<file path="config.mk">
export PLATFORM = sky130hd
export DESIGN_NAME = pic_irq_core_flat
export DESIGN_NICKNAME = d
export VERILOG_FILES = /design/src/rtl/pic_pkg.sv /design/src/rtl/pic_irq_if.sv /design/src/rtl/pic_prio_resolver.sv /design/src/rtl/pic_irq_core.sv /design/src/flat_wrapper.sv
export SDC_FILE = /design/constraint.sdc
export NUM_CORES = 1
export LEC_CHECK = 0
export CAP_MARGIN = 15
export CORE_MARGIN = 4
export CORE_UTILIZATION = 45
export DETAILED_ROUTE_END_ITERATION = 8
export PLACE_DENSITY_LB_ADDON = 0.05
export RECOVER_POWER = 100
export SETUP_SLACK_MARGIN = 0.4
export SLEW_MARGIN = 20
export SYNTH_ARGS = -nofsm -noshare
export SYNTH_HDL_FRONTEND = slang
export SYNTH_HIERARCHICAL = 1
export SYNTH_SLANG_ARGS = --single-unit
</file>
<file path="constraint.sdc">
create_clock -name clk -period 7.7 [get_ports clk]
set_input_delay 1.54 -clock clk [delete_from_list [all_inputs] [get_ports clk]]
set_output_delay 1.54 -clock clk [all_outputs]
set_load 0.02 [all_outputs]
</file>
<file path="src/rtl/pic_pkg.sv">
// Shared types and helpers for the interrupt controller core.
// Holds the FSM state type, the default channel count and rotate helpers.
package pic_pkg;

    localparam int PIC_NUM_IRQ_DEF = 8;
    localparam int PIC_MAX_IRQ     = 32;

    typedef enum logic {
        PIC_IDLE = 1'b0,
        PIC_ACK1 = 1'b1
    } pic_state_t;

    typedef logic [PIC_MAX_IRQ-1:0] pic_vec_t;

    // Rotate the low n bits of v right by sh (sh < n); bits >= n read as 0.
    function automatic pic_vec_t pic_rotr(
        input pic_vec_t   v,
        input logic [5:0] n,
        input logic [4:0] sh
    );
        pic_vec_t   r;
        logic [5:0] idx;
        r = '0;
        for (int i = 0; i < PIC_MAX_IRQ; i++) begin
            idx = 6'(i) + {1'b0, sh};
            if (idx >= n) idx = idx - n;
            if (6'(i) < n) r[i] = v[idx[4:0]];
        end
        return r;
    endfunction

    // Rotate the low n bits of v left by sh (sh < n); bits >= n read as 0.
    function automatic pic_vec_t pic_rotl(
        input pic_vec_t   v,
        input logic [5:0] n,
        input logic [4:0] sh
    );
        pic_vec_t   r;
        logic [5:0] idx;
        r = '0;
        for (int i = 0; i < PIC_MAX_IRQ; i++) begin
            idx = 6'(i) + {1'b0, sh};
            if (idx >= n) idx = idx - n;
            if (6'(i) < n) r[idx[4:0]] = v[i];
        end
        return r;
    endfunction

endpackage

</file>
<file path="src/rtl/pic_irq_if.sv">
// CPU-side handshake bundle: INTA pulses, EOI commands, vector return.
// master = PIC command logic / CPU side, slave = pic_irq_core.
interface pic_irq_if #(
    parameter int ID_W = 3
) ();

    logic            inta;
    logic            eoi_valid;
    logic            eoi_specific;
    logic [ID_W-1:0] eoi_id;
    logic            int_out;
    logic            vec_valid;
    logic [ID_W-1:0] vec_id;
    logic            spurious;

    modport master (
        output inta, eoi_valid, eoi_specific, eoi_id,
        input  int_out, vec_valid, vec_id, spurious
    );

    modport slave (
        input  inta, eoi_valid, eoi_specific, eoi_id,
        output int_out, vec_valid, vec_id, spurious
    );

endinterface

</file>
<file path="src/rtl/pic_prio_resolver.sv">
// Combinational priority pick: highest is base, descending modulo NUM_IRQ.
// Returns whether any request bit is set and the winning channel id.
module pic_prio_resolver
    import pic_pkg::*;
#(
    parameter int NUM_IRQ = PIC_NUM_IRQ_DEF,
    parameter int ID_W    = $clog2(NUM_IRQ)
) (
    input  logic [NUM_IRQ-1:0] req,
    input  logic [ID_W-1:0]    base,
    output logic               found,
    output logic [ID_W-1:0]    id
);

    pic_vec_t        wide;
    pic_vec_t        rot;
    logic [ID_W-1:0] off;
    logic [ID_W:0]   sum;

    // Rotate so base sits at bit 0, take lowest set bit, map back to a channel.
    always_comb begin
        wide = '0;
        wide[NUM_IRQ-1:0] = req;
        rot   = pic_rotr(wide, 6'(NUM_IRQ), 5'(base));
        found = 1'b0;
        off   = '0;
        for (int i = PIC_MAX_IRQ - 1; i >= 0; i--) begin
            if (rot[i]) begin
                found = 1'b1;
                off   = ID_W'(i);
            end
        end
        sum = {1'b0, off} + {1'b0, base};
        if (sum >= (ID_W+1)'(NUM_IRQ)) sum = sum - (ID_W+1)'(NUM_IRQ);
        id = sum[ID_W-1:0];
    end

endmodule

</file>
<file path="src/rtl/pic_irq_core.sv">
// 8259-style interrupt core: IRR/ISR, nested or rotating priority, INTA/EOI.
// Optional PIC_SPECIAL_MASK_EN adds the smm input (special mask mode).
module pic_irq_core
    import pic_pkg::*;
#(
    parameter int NUM_IRQ = PIC_NUM_IRQ_DEF,
    parameter int ID_W    = $clog2(NUM_IRQ)
) (
    input  logic               clk,
    input  logic               reset,
    input  logic [NUM_IRQ-1:0] irq_in,
    input  logic               ltim,
    input  logic [NUM_IRQ-1:0] imr,
    input  logic               rotate_en,
    input  logic               aeoi,
`ifdef PIC_SPECIAL_MASK_EN
    input  logic               smm,
`endif
    pic_irq_if.slave           bus,
    output logic [NUM_IRQ-1:0] irr,
    output logic [NUM_IRQ-1:0] isr
);

    typedef logic [NUM_IRQ-1:0] vec_t;

    function automatic vec_t onehot(input logic [ID_W-1:0] k);
        vec_t v;
        v    = '0;
        v[k] = 1'b1;
        return v;
    endfunction

    function automatic logic [ID_W-1:0] wrap_inc(input logic [ID_W-1:0] k);
        if (k == ID_W'(NUM_IRQ - 1)) return '0;
        return k + ID_W'(1);
    endfunction

    pic_state_t      state_q, state_d;
    vec_t            irr_q, irr_d;
    vec_t            isr_q, isr_d;
    vec_t            irq_prev_q, irq_prev_d;
    logic [ID_W-1:0] base_q, base_d;
    logic            int_out_q, int_out_d;
    logic            vec_valid_q, vec_valid_d;
    logic [ID_W-1:0] vec_id_q, vec_id_d;
    logic            spur_q, spur_d;
    logic [ID_W-1:0] cap_id_q, cap_id_d;
    logic            cap_spur_q, cap_spur_d;

    logic            hi_found;
    logic [ID_W-1:0] hi_id;
    logic            win_found;
    logic [ID_W-1:0] win_id;
    logic            eoi_hit;
    logic [ID_W-1:0] eoi_k;
    vec_t            eoi_clr;
    vec_t            isr_post;
    vec_t            pend;
    vec_t            blk;
    vec_t            cand_req;
    logic            cand;
    vec_t            ack_set;
    vec_t            aeoi_clr;

    pic_prio_resolver #(.NUM_IRQ(NUM_IRQ), .ID_W(ID_W)) u_isr_hi (
        .req   (isr_q),
        .base  (base_q),
        .found (hi_found),
        .id    (hi_id)
    );

    pic_prio_resolver #(.NUM_IRQ(NUM_IRQ), .ID_W(ID_W)) u_win (
        .req   (cand_req),
        .base  (base_q),
        .found (win_found),
        .id    (win_id)
    );

    // EOI clears first; nesting then blocks on the post-EOI in-service set.
    always_comb begin
        eoi_hit = 1'b0;
        eoi_k   = '0;
        eoi_clr = '0;
        if (bus.eoi_valid) begin
            if (bus.eoi_specific) begin
                if (int'(bus.eoi_id) < NUM_IRQ) begin
                    if (isr_q[bus.eoi_id]) begin
                        eoi_hit = 1'b1;
                        eoi_k   = bus.eoi_id;
                    end
                end
            end else if (hi_found) begin
                eoi_hit = 1'b1;
                eoi_k   = hi_id;
            end
        end
        if (eoi_hit) eoi_clr = onehot(eoi_k);
        isr_post = isr_q & ~eoi_clr;
        pend     = irr_q & ~imr;
`ifdef PIC_SPECIAL_MASK_EN
        blk = smm ? (isr_post & ~imr) : isr_post;
`else
        blk = isr_post;
`endif
        // A pending bit wins only if it outranks every blocking ISR bit.
        cand_req = pend | blk;
    end

    // Handshake FSM, IRR/ISR update and priority rotation.
    always_comb begin
        state_d     = state_q;
        cap_id_d    = cap_id_q;
        cap_spur_d  = cap_spur_q;
        vec_valid_d = 1'b0;
        vec_id_d    = vec_id_q;
        spur_d      = 1'b0;
        ack_set     = '0;
        aeoi_clr    = '0;
        base_d      = base_q;
        irq_prev_d  = irq_in;
        cand        = win_found && pend[win_id] && !blk[win_id];
        if (rotate_en && eoi_hit) base_d = wrap_inc(eoi_k);
        unique case (state_q)
            PIC_IDLE: begin
                if (bus.inta) begin
                    state_d = PIC_ACK1;
                    if (cand) begin
                        cap_id_d   = win_id;
                        cap_spur_d = 1'b0;
                        ack_set    = onehot(win_id);
                    end else begin
                        cap_id_d   = ID_W'(NUM_IRQ - 1);
                        cap_spur_d = 1'b1;
                    end
                end
            end
            PIC_ACK1: begin
                if (bus.inta) begin
                    state_d     = PIC_IDLE;
                    vec_valid_d = 1'b1;
                    vec_id_d    = cap_id_q;
                    spur_d      = cap_spur_q;
                    if (aeoi && !cap_spur_q) begin
                        aeoi_clr = onehot(cap_id_q);
                        if (rotate_en) base_d = wrap_inc(cap_id_q);
                    end
                end
            end
            default: state_d = PIC_IDLE;
        endcase
        isr_d = (isr_post & ~aeoi_clr) | ack_set;
        if (ltim) irr_d = irq_in;
        else      irr_d = (irr_q | (irq_in & ~irq_prev_q)) & ~ack_set;
        int_out_d = cand && (state_d == PIC_IDLE);
    end

    // State registers with synchronous reset.
    always_ff @(posedge clk) begin
        if (reset) begin
            state_q     <= PIC_IDLE;
            irr_q       <= '0;
            isr_q       <= '0;
            irq_prev_q  <= '0;
            base_q      <= '0;
            int_out_q   <= 1'b0;
            vec_valid_q <= 1'b0;
            vec_id_q    <= '0;
            spur_q      <= 1'b0;
            cap_id_q    <= '0;
            cap_spur_q  <= 1'b0;
        end else begin
            state_q     <= state_d;
            irr_q       <= irr_d;
            isr_q       <= isr_d;
            irq_prev_q  <= irq_prev_d;
            base_q      <= base_d;
            int_out_q   <= int_out_d;
            vec_valid_q <= vec_valid_d;
            vec_id_q    <= vec_id_d;
            spur_q      <= spur_d;
            cap_id_q    <= cap_id_d;
            cap_spur_q  <= cap_spur_d;
        end
    end

    assign irr           = irr_q;
    assign isr           = isr_q;
    assign bus.int_out   = int_out_q;
    assign bus.vec_valid = vec_valid_q;
    assign bus.vec_id    = vec_id_q;
    assign bus.spurious  = spur_q;

endmodule

</file>
<file path="src/flat_wrapper.sv">
// flat-port wrapper written by rule: the top's interface ports become plain ports
module pic_irq_core_flat import pic_pkg::*;
#(
    parameter int NUM_IRQ = PIC_NUM_IRQ_DEF,
    parameter int ID_W    = $clog2(NUM_IRQ)
)
  (clk, reset, irq_in, ltim, imr, rotate_en, aeoi, irr, isr, bus_inta, bus_eoi_valid, bus_eoi_specific, bus_eoi_id, bus_int_out, bus_vec_valid, bus_vec_id, bus_spurious);
  pic_irq_if #(.ID_W(ID_W)) bus_i ();
  input  logic clk;
  input  logic reset;
  input  logic [NUM_IRQ-1:0] irq_in;
  input  logic ltim;
  input  logic [NUM_IRQ-1:0] imr;
  input  logic rotate_en;
  input  logic aeoi;
  output logic [NUM_IRQ-1:0] irr;
  output logic [NUM_IRQ-1:0] isr;
  input wire logic [$bits(bus_i.inta)-1:0] bus_inta;
  input wire logic [$bits(bus_i.eoi_valid)-1:0] bus_eoi_valid;
  input wire logic [$bits(bus_i.eoi_specific)-1:0] bus_eoi_specific;
  input wire logic [$bits(bus_i.eoi_id)-1:0] bus_eoi_id;
  output wire logic [$bits(bus_i.int_out)-1:0] bus_int_out;
  output wire logic [$bits(bus_i.vec_valid)-1:0] bus_vec_valid;
  output wire logic [$bits(bus_i.vec_id)-1:0] bus_vec_id;
  output wire logic [$bits(bus_i.spurious)-1:0] bus_spurious;
  assign bus_i.inta = bus_inta;
  assign bus_i.eoi_valid = bus_eoi_valid;
  assign bus_i.eoi_specific = bus_eoi_specific;
  assign bus_i.eoi_id = bus_eoi_id;
  assign bus_int_out = bus_i.int_out;
  assign bus_vec_valid = bus_i.vec_valid;
  assign bus_vec_id = bus_i.vec_id;
  assign bus_spurious = bus_i.spurious;
  pic_irq_core #(.NUM_IRQ(NUM_IRQ), .ID_W(ID_W)) u_core (.clk(clk), .reset(reset), .irq_in(irq_in), .ltim(ltim), .imr(imr), .rotate_en(rotate_en), .aeoi(aeoi), .bus(bus_i), .irr(irr), .isr(isr));
endmodule
</file>
# After elaboration in Yosys (flattened, before gate mapping)
# Index checks and enable logic that the tools add are counted.
[word_totals] register_bits=38 latch_bits=0 mem_bits_rw=0 romBits=0 inputBits=27 elab_cells=212 n_memories=0
[classes] addsub=21 n_mul=0 div=0 order_cmp=25 n_eq_ne=2 shift=0 mux=123 n_bitwise=16 n_reduce_logical=14
[ops] op="two-way mux 3 bit" count=32
[ops] op="binary-select mux 1 bit (select 5 bit)" count=16
[ops] op="two-way mux 8 bit" count=8
[ops] op="two-way mux 1 bit" count=52
[ops] op="less-than comparator 5 x 6 -> 1 bit (second input constant)" count=8
[ops] op="bitwise AND 8 bit" count=5
[ops] op="two-way mux 5 bit" count=8
[ops] op="NOT 8 bit" count=5
[ops] op="greater-or-equal comparator 4 bit (second input constant)" count=9
[ops] op="subtractor 4 x 4 -> 5 bit (second input constant)" count=7
[ops] op="bitwise OR 8 bit" count=3
[ops] op="adder 3 x 3 -> 4 bit (first input constant)" count=4
[ops] op="less-than comparator 3 x 4 -> 1 bit (second input constant)" count=4
[ops] op="binary-select mux 1 bit (select 3 bit)" count=3
[ops] op="demux 1 bit (select 3 bit)" count=3
[ops] op="greater-or-equal comparator 3 x 1 -> 1 bit (second input constant)" count=3
[ops] op="adder 2 x 3 -> 4 bit (first input constant)" count=2
[ops] op="adder 3 x 3 -> 4 bit" count=2
[ops] op="logical AND 1 bit" count=8
[ops] op="adder 3 x 1 -> 3 bit (second input constant)" count=2
[ops] op="equality test 3 bit (second input constant)" count=2
[ops] op="subtractor 3 x 1 -> 3 bit (second input constant)" count=2
[ops] op="subtractor 3 x 4 -> 5 bit (second input constant)" count=1
[ops] op="adder 1 x 3 -> 4 bit (first input constant)" count=1
[ops] op="other kinds (7)" count=11

# Depth between registers and ports, before layout
[depth] depth_word=50 depth_mapped=36 mapped_depth_nobuf=34

# Hierarchy
# The synthesis kept the hierarchy.
[modules_own_cells] module="pic_irq_core" n_inst=1 cells_each=277 area_per_inst_um2=2204.6
[modules_own_cells] module="pic_prio_resolver" n_inst=2 cells_each=59 area_per_inst_um2=589.3

# Worst setup path before layout
# OpenSTA, ideal clock, no wires.
[synth_path] path_type="reg2reg" from="register u_core.base_q[1]" to="register u_core.irr_q[0] (netlist: u_core/irr[0])" setup_ps=120 t_arrival_ps=7201 required_ps=7580 setup_slack_ps=379 path_stages_with_launch=32 n_path_buf=2 synth_period_minus_slack_ps=7321 cell_sequence="dfxtp_1 > inv_1 > ha_1 > mux4_1 > mux2i_1 > nand3_1 > nor2b_1 > o21ai_0 > fa_1 > xnor2_1 > xnor2_1 > a211o_1 > buf_6 > or3_4 > nand2_1 > o21ai_0 > mux4_1 > mux2_2 > o21ai_0 > nand3_1 > a31oi_1 > ha_1 > inv_1 > fa_1 > xnor2_1 > xnor2_1 > clkbuf_1 > nor2_1 > a32o_1 > o22ai_4 > nand4_4 > o31a_1"
[synth_via] elab_chain_len=50
[synth_lines] item="start: declaration" line="pic_irq_core.sv:42" text="logic [ID_W-1:0] base_q, base_d;"
[synth_lines] item="start signal: assignment" line="pic_irq_core.sv:176" text="base_q <= base_d;"
[synth_lines] item="adder 3 x 3 -> 4 bit" line="pic_pkg.sv:25" text="idx = 6'(i) + {1'b0, sh};"
[synth_lines] item="subtractor 4 x 4 -> 5 bit / greater-or-equal comparator 4 bit (equally long branches)" line="pic_pkg.sv:26" text="if (idx >= n) idx = idx - n;"
[synth_lines] item="two-way mux 5 bit" line="pic_pkg.sv:26"
[synth_lines] item="binary-select mux 1 bit (select 5 bit)" line="pic_pkg.sv:27" text="if (6'(i) < n) r[i] = v[idx[4:0]];"
[synth_lines] item="two-way mux 1 bit (not written as such)" line="pic_pkg.sv:27"
[synth_lines] item="two-way mux 3 bit (8 in a row)" line="pic_prio_resolver.sv:28" text="if (rot[i]) begin"
[synth_lines] item="adder 3 x 3 -> 4 bit *" line="pic_prio_resolver.sv:33" text="sum = {1'b0, off} + {1'b0, base};"
[synth_lines] item="greater-or-equal comparator 4 bit / subtractor 3 x 1 -> 3 bit (equally long branches)" line="pic_prio_resolver.sv:34" text="if (sum >= (ID_W+1)'(NUM_IRQ)) sum = sum - (ID_W+1)'(NUM_IRQ);"
[synth_lines] item="(+1 left out)"
[synth_lines] item="via u_core.hi_id[2]" line="pic_irq_core.sv:51" text="logic [ID_W-1:0] hi_id;"
[synth_lines] item="(+11 left out)"
[synth_lines] item="via u_core.cand_req[3]" line="pic_irq_core.sv:60" text="vec_t cand_req;"
[synth_lines] item="(+13 left out)"
[synth_lines] item="via u_core.win_id[2]" line="pic_irq_core.sv:53" text="logic [ID_W-1:0] win_id;"
[synth_lines] item="(+2 left out)"
[synth_lines] item="two-way mux 1 bit (not written as such) (tied with other cells)" line="pic_irq_core.sv:29" text="v[k] = 1'b1;"
[synth_lines] item="demux 1 bit (select 3 bit) / logical AND 1 bit (equally long branches)"
[synth_lines] item="two-way mux 8 bit *" line="pic_irq_core.sv:127" text="if (cand) begin"
[synth_lines] item="two-way mux 8 bit *" line="pic_irq_core.sv:125" text="if (bus.inta) begin"
[synth_lines] item="two-way mux 8 bit *" line="pic_irq_core.sv:123" text="unique case (state_q)"
[synth_lines] item="NOT 8 bit *" line="pic_irq_core.sv:153" text="else irr_d = (irr_q | (irq_in & ~irq_prev_q)) & ~ack_set;"
[synth_lines] item="bitwise AND 8 bit *" line="pic_irq_core.sv:153"
[synth_lines] item="two-way mux 8 bit *" line="pic_irq_core.sv:152" text="if (ltim) irr_d = irq_in;"
[synth_lines] item="end signal: assignment" line="pic_irq_core.sv:173" text="irr_q <= irr_d;"
[synth_lines] item="end: declaration" line="pic_irq_core.sv:39" text="vec_t irr_q, irr_d;"
# Mark *: on every way through the listed nets, which the timed path passes. The rest lies on a longest branch. The select of a mux whose other input is x is not followed.
# A chain may end at the register's enable or synchronous reset.

# Worst setup path in the final report
[layout_path] from="register u_core.base_q[0]" to="register u_core.irr_q[1] (netlist: u_core/irr[1])"
# Same word-level chain as after synthesis.

==> flow_summary.toml <==
[logic_synthesis]
yosys.area.top_type = "dfxtp_1"
syn_inst = 395
async_reset_ff_frac = 0
synth_area_per_cell_um2 = 8.57
synth_edf_count = 0
ys_ff_latch = 38
syn_nets = 438
ys.flop_type = "dfxtp_1"
synth_top_area_frac = 0.225
yosysWarnings = 6
synth_area_mm2 = 0.00338
synthTopCellsByArea = "dfxtp_1 (22%), mux4_1 (12%), nand2_1 (5.3%)"
synth-seq-area-share = 0.225
synth.distinct_cells = 63

[route]
firstDrtPassIters = 5
wire_per_inst_um = 18.1
vias = 3300
routed_wirelength_um = 10300
via_per_inst = 5.83
ant_nets = 0
drt_iter0_markers = 263
drc = 0

[critical_path]
critPathTopFamily = "multiplexers"
worst-path-buf-inv = 3
startpoint_type = "flip-flop"
crit_type = "reg -> reg"
cpMostUsedCell = "xnor2_2"
worstPathRequired_ns = 7.80
cp_max_fo = 7
crit_slowest_cell = "mux4_2"
rrSetupSlack_ns = 0.44
critPathMaxStageDelay_ns = 0.54
endpoint_kind = "flip-flop"
critPathArrivalTime_ns = 7.37

[floorplan]
dieWidth_um = 94.7
die_area_mm2 = 0.00897
die_h_um = 94.7
initial_utilization = 0.464
core_region_area_mm2 = 0.00729
io_pins = 49
rows = 31

[sta]
timing.final.crit_share = 0.943
rsz0062_at_grt = "false"
slew_headroom = 0.00406
max_freq_ghz = 0.138
fin_skew_ns = 0.00334
min_period_ns = 7.26
hold_viol = 0
drv_slew = 0
worst_slew_pin_slew_ns = 1.49
setup_slack_ns = 0.439
setup_viol = 0

[placement]
io_buffers = 48
dpl_worst_slack_ns = -0.201
gp_congestion = 0.925
hpwlAfterDp_um = 7470
dpl.cell_count = 550

[grt]
overflow = 0
use_met2 = 0.375
grt_usage = 0.225
met1_usage = 0.290
grt_start_max_net_pins = 32
first_global_vias = 3123
grt_pass1_wl_um = 15800
busiest_layer = "met2"
use_met3 = 0.0375
antenna_found_initial = 0

[power]
leakage_nw = 1.85
powerDensity_mw_per_mm2 = 189
p_total_mw = 0.841
max-vdd-ir-drop_v = 0.000144

[clocking]
cts.htree.levels = 2
cts_hold_buffers = 0
clk_latency_ns = 0.29
cts-root-buf = "clkbuf_8"
cts_tree = "built"
clockBufferDepth = 2
cts_buffers = 5
cts.sinks = 38
clkTransAtPathRegs_ns = 0.08

[flow_run]
cap_violations = 1

[status]
violations = "max-capacitance violations"
outcome = "finished, violations left"

[cells_and_area]
areaGrowthSynthToFinish_pct = 31.7
post-route-util = 0.611
nets = 509
num-fill-cells = 693
num_antenna_cells = 0
layout-drive-gt1-share = 0.233
final_cells = 566

[worst_hold_path]
hp-class = "reg -> reg"
[report_power, final]
| part | leakage, nW | switching [mW] | internal, mW |
|---|---|---|---|
| Clock | 0.0514 | 0.0721 | 0.0966 |
| Sequential | 0.314 | 0.0161 | 0.212 |
| Combinational | 1.48 | 0.256 | 0.188 |
[cell type report]
class	instances	area (um2)	share of cell area
Multi-Input combinational cell	315	2630	0.591
Timing Repair Buffer	80	724	0.163
Clock buffer	6	72.6	0.0163
Clock inverter	2	37.5	0.00842
Sequential cell	38	766	0.172
Inverter	26	100	0.0225
Tap cell	99	124	0.0278
[cell usage in the layout (no fill, tap or decap), types with 4 or more instances in the layout]
master and instances:
o21ai_1 5, nand2_1 43, nand2b_1 12, dfxtp_1 36, inv_1 19, o211ai_1 4
and3_1 6, and2_1 4, a21o_1 5, or3_1 9, clkdlybuf4s50_1 24, nand3_1 13
ha_1 10, buf_4 29, inv_2 6, o21ai_0 14, nand2_2 4, nor3_1 10
nor2b_1 14, clkbuf_8 5, xnor2_2 4, mux4_2 8, nor2_1 27, dlygate4sd3_1 24
mux2i_1 10, mux4_1 8, a21oi_1 13
[synthesized netlist by cell type (3+ instances only)]
| library cell | count |
|---|---|
| nor4_1 | 4 |
| a21oi_1 | 13 |
| xor2_1 | 4 |
| nor2_1 | 30 |
| or3_1 | 9 |
| mux4_1 | 16 |
| a31oi_1 | 4 |
| clkbuf_1 | 9 |
| and3_1 | 6 |
| and2_1 | 5 |
| o21ai_0 | 22 |
| nand3b_1 | 3 |
| mux2i_1 | 13 |
| o31ai_1 | 4 |
| a21o_1 | 5 |
| o211ai_1 | 4 |
| nand3_1 | 15 |
| inv_1 | 26 |
| a311oi_1 | 5 |
| ha_1 | 14 |
| buf_6 | 4 |
| mux2_2 | 4 |
| dfxtp_1 | 38 |
| nand2_1 | 48 |
| nor3_1 | 10 |
| nor2b_1 | 15 |
| xnor2_1 | 7 |
| nand2b_1 | 12 |
[cells by family after synthesis]
kind of cell	count (synthesis)	synth area share
flip-flops	38	0.225
adder cells (fa/ha/maj)	16	0.0636
buffers and inverters	42	0.0562
AO/OA/AOI/OAI	80	0.168
multiplexers	36	0.187
AND/OR/NAND/NOR	172	0.272
XOR/XNOR	11	0.0285
[layer usage]
metal	wire (um)	vias up
li1	-	1582
met1	4450	1598
met2	5120	102
met3	459	18
met4	233	0
met5	0	-
[stage by stage]
step                setup TNS (ns)  hold WS, ns  instance area (um2)
floorplan                        0        0.432                 3380
global placement                 0        0.467                 4080
detailed placement           -1.64        0.464                 4080
CTS                              0        0.473                 4270
global route                     0        0.509                 4460
finish                           0        0.469                 4460
[registers in the layout, summed over array words and instances, names as in the netlist]
signal / flops
u_core/irq_prev_q: 8
u_core/cap_id_q: 3
u_core/bus.spurious: 1
u_core/bus.vec_id: 3
u_core/bus.vec_valid: 1
u_core/state_q: 1
u_core/bus.int_out: 1
u_core/isr: 8
u_core/base_q: 3
u_core/cap_spur_q: 1
u_core/irr: 8
[final timing paths]
check | start | cells after the start | to
worst min register to register | u_core/cap_spur_q | 2 | u_core/bus.spurious
worst max-delay path | u_core/base_q[0] | 30 | u_core/irr[1]
worst min-delay path | u_core/cap_spur_q | 2 | u_core/bus.spurious
worst max register to register | u_core/base_q[0] | 30 | u_core/irr[1]
[worst min-delay path: stages (launching register included)]
cell and delay [ns]:
dfxtp_1 0.34, nand2_1 0.06, nor2_1 0.03
[what timing repair did]
| item | CTS | global route |
|---|---|---|
| endpoints found under the setup margin | 21 | 21 |
| resized for setup | 17 | 62 |
| pin swaps | 4 | 24 |
| setup buffers | 3 | 5 |
No activity file was read; power rests on OpenSTA's default activity.
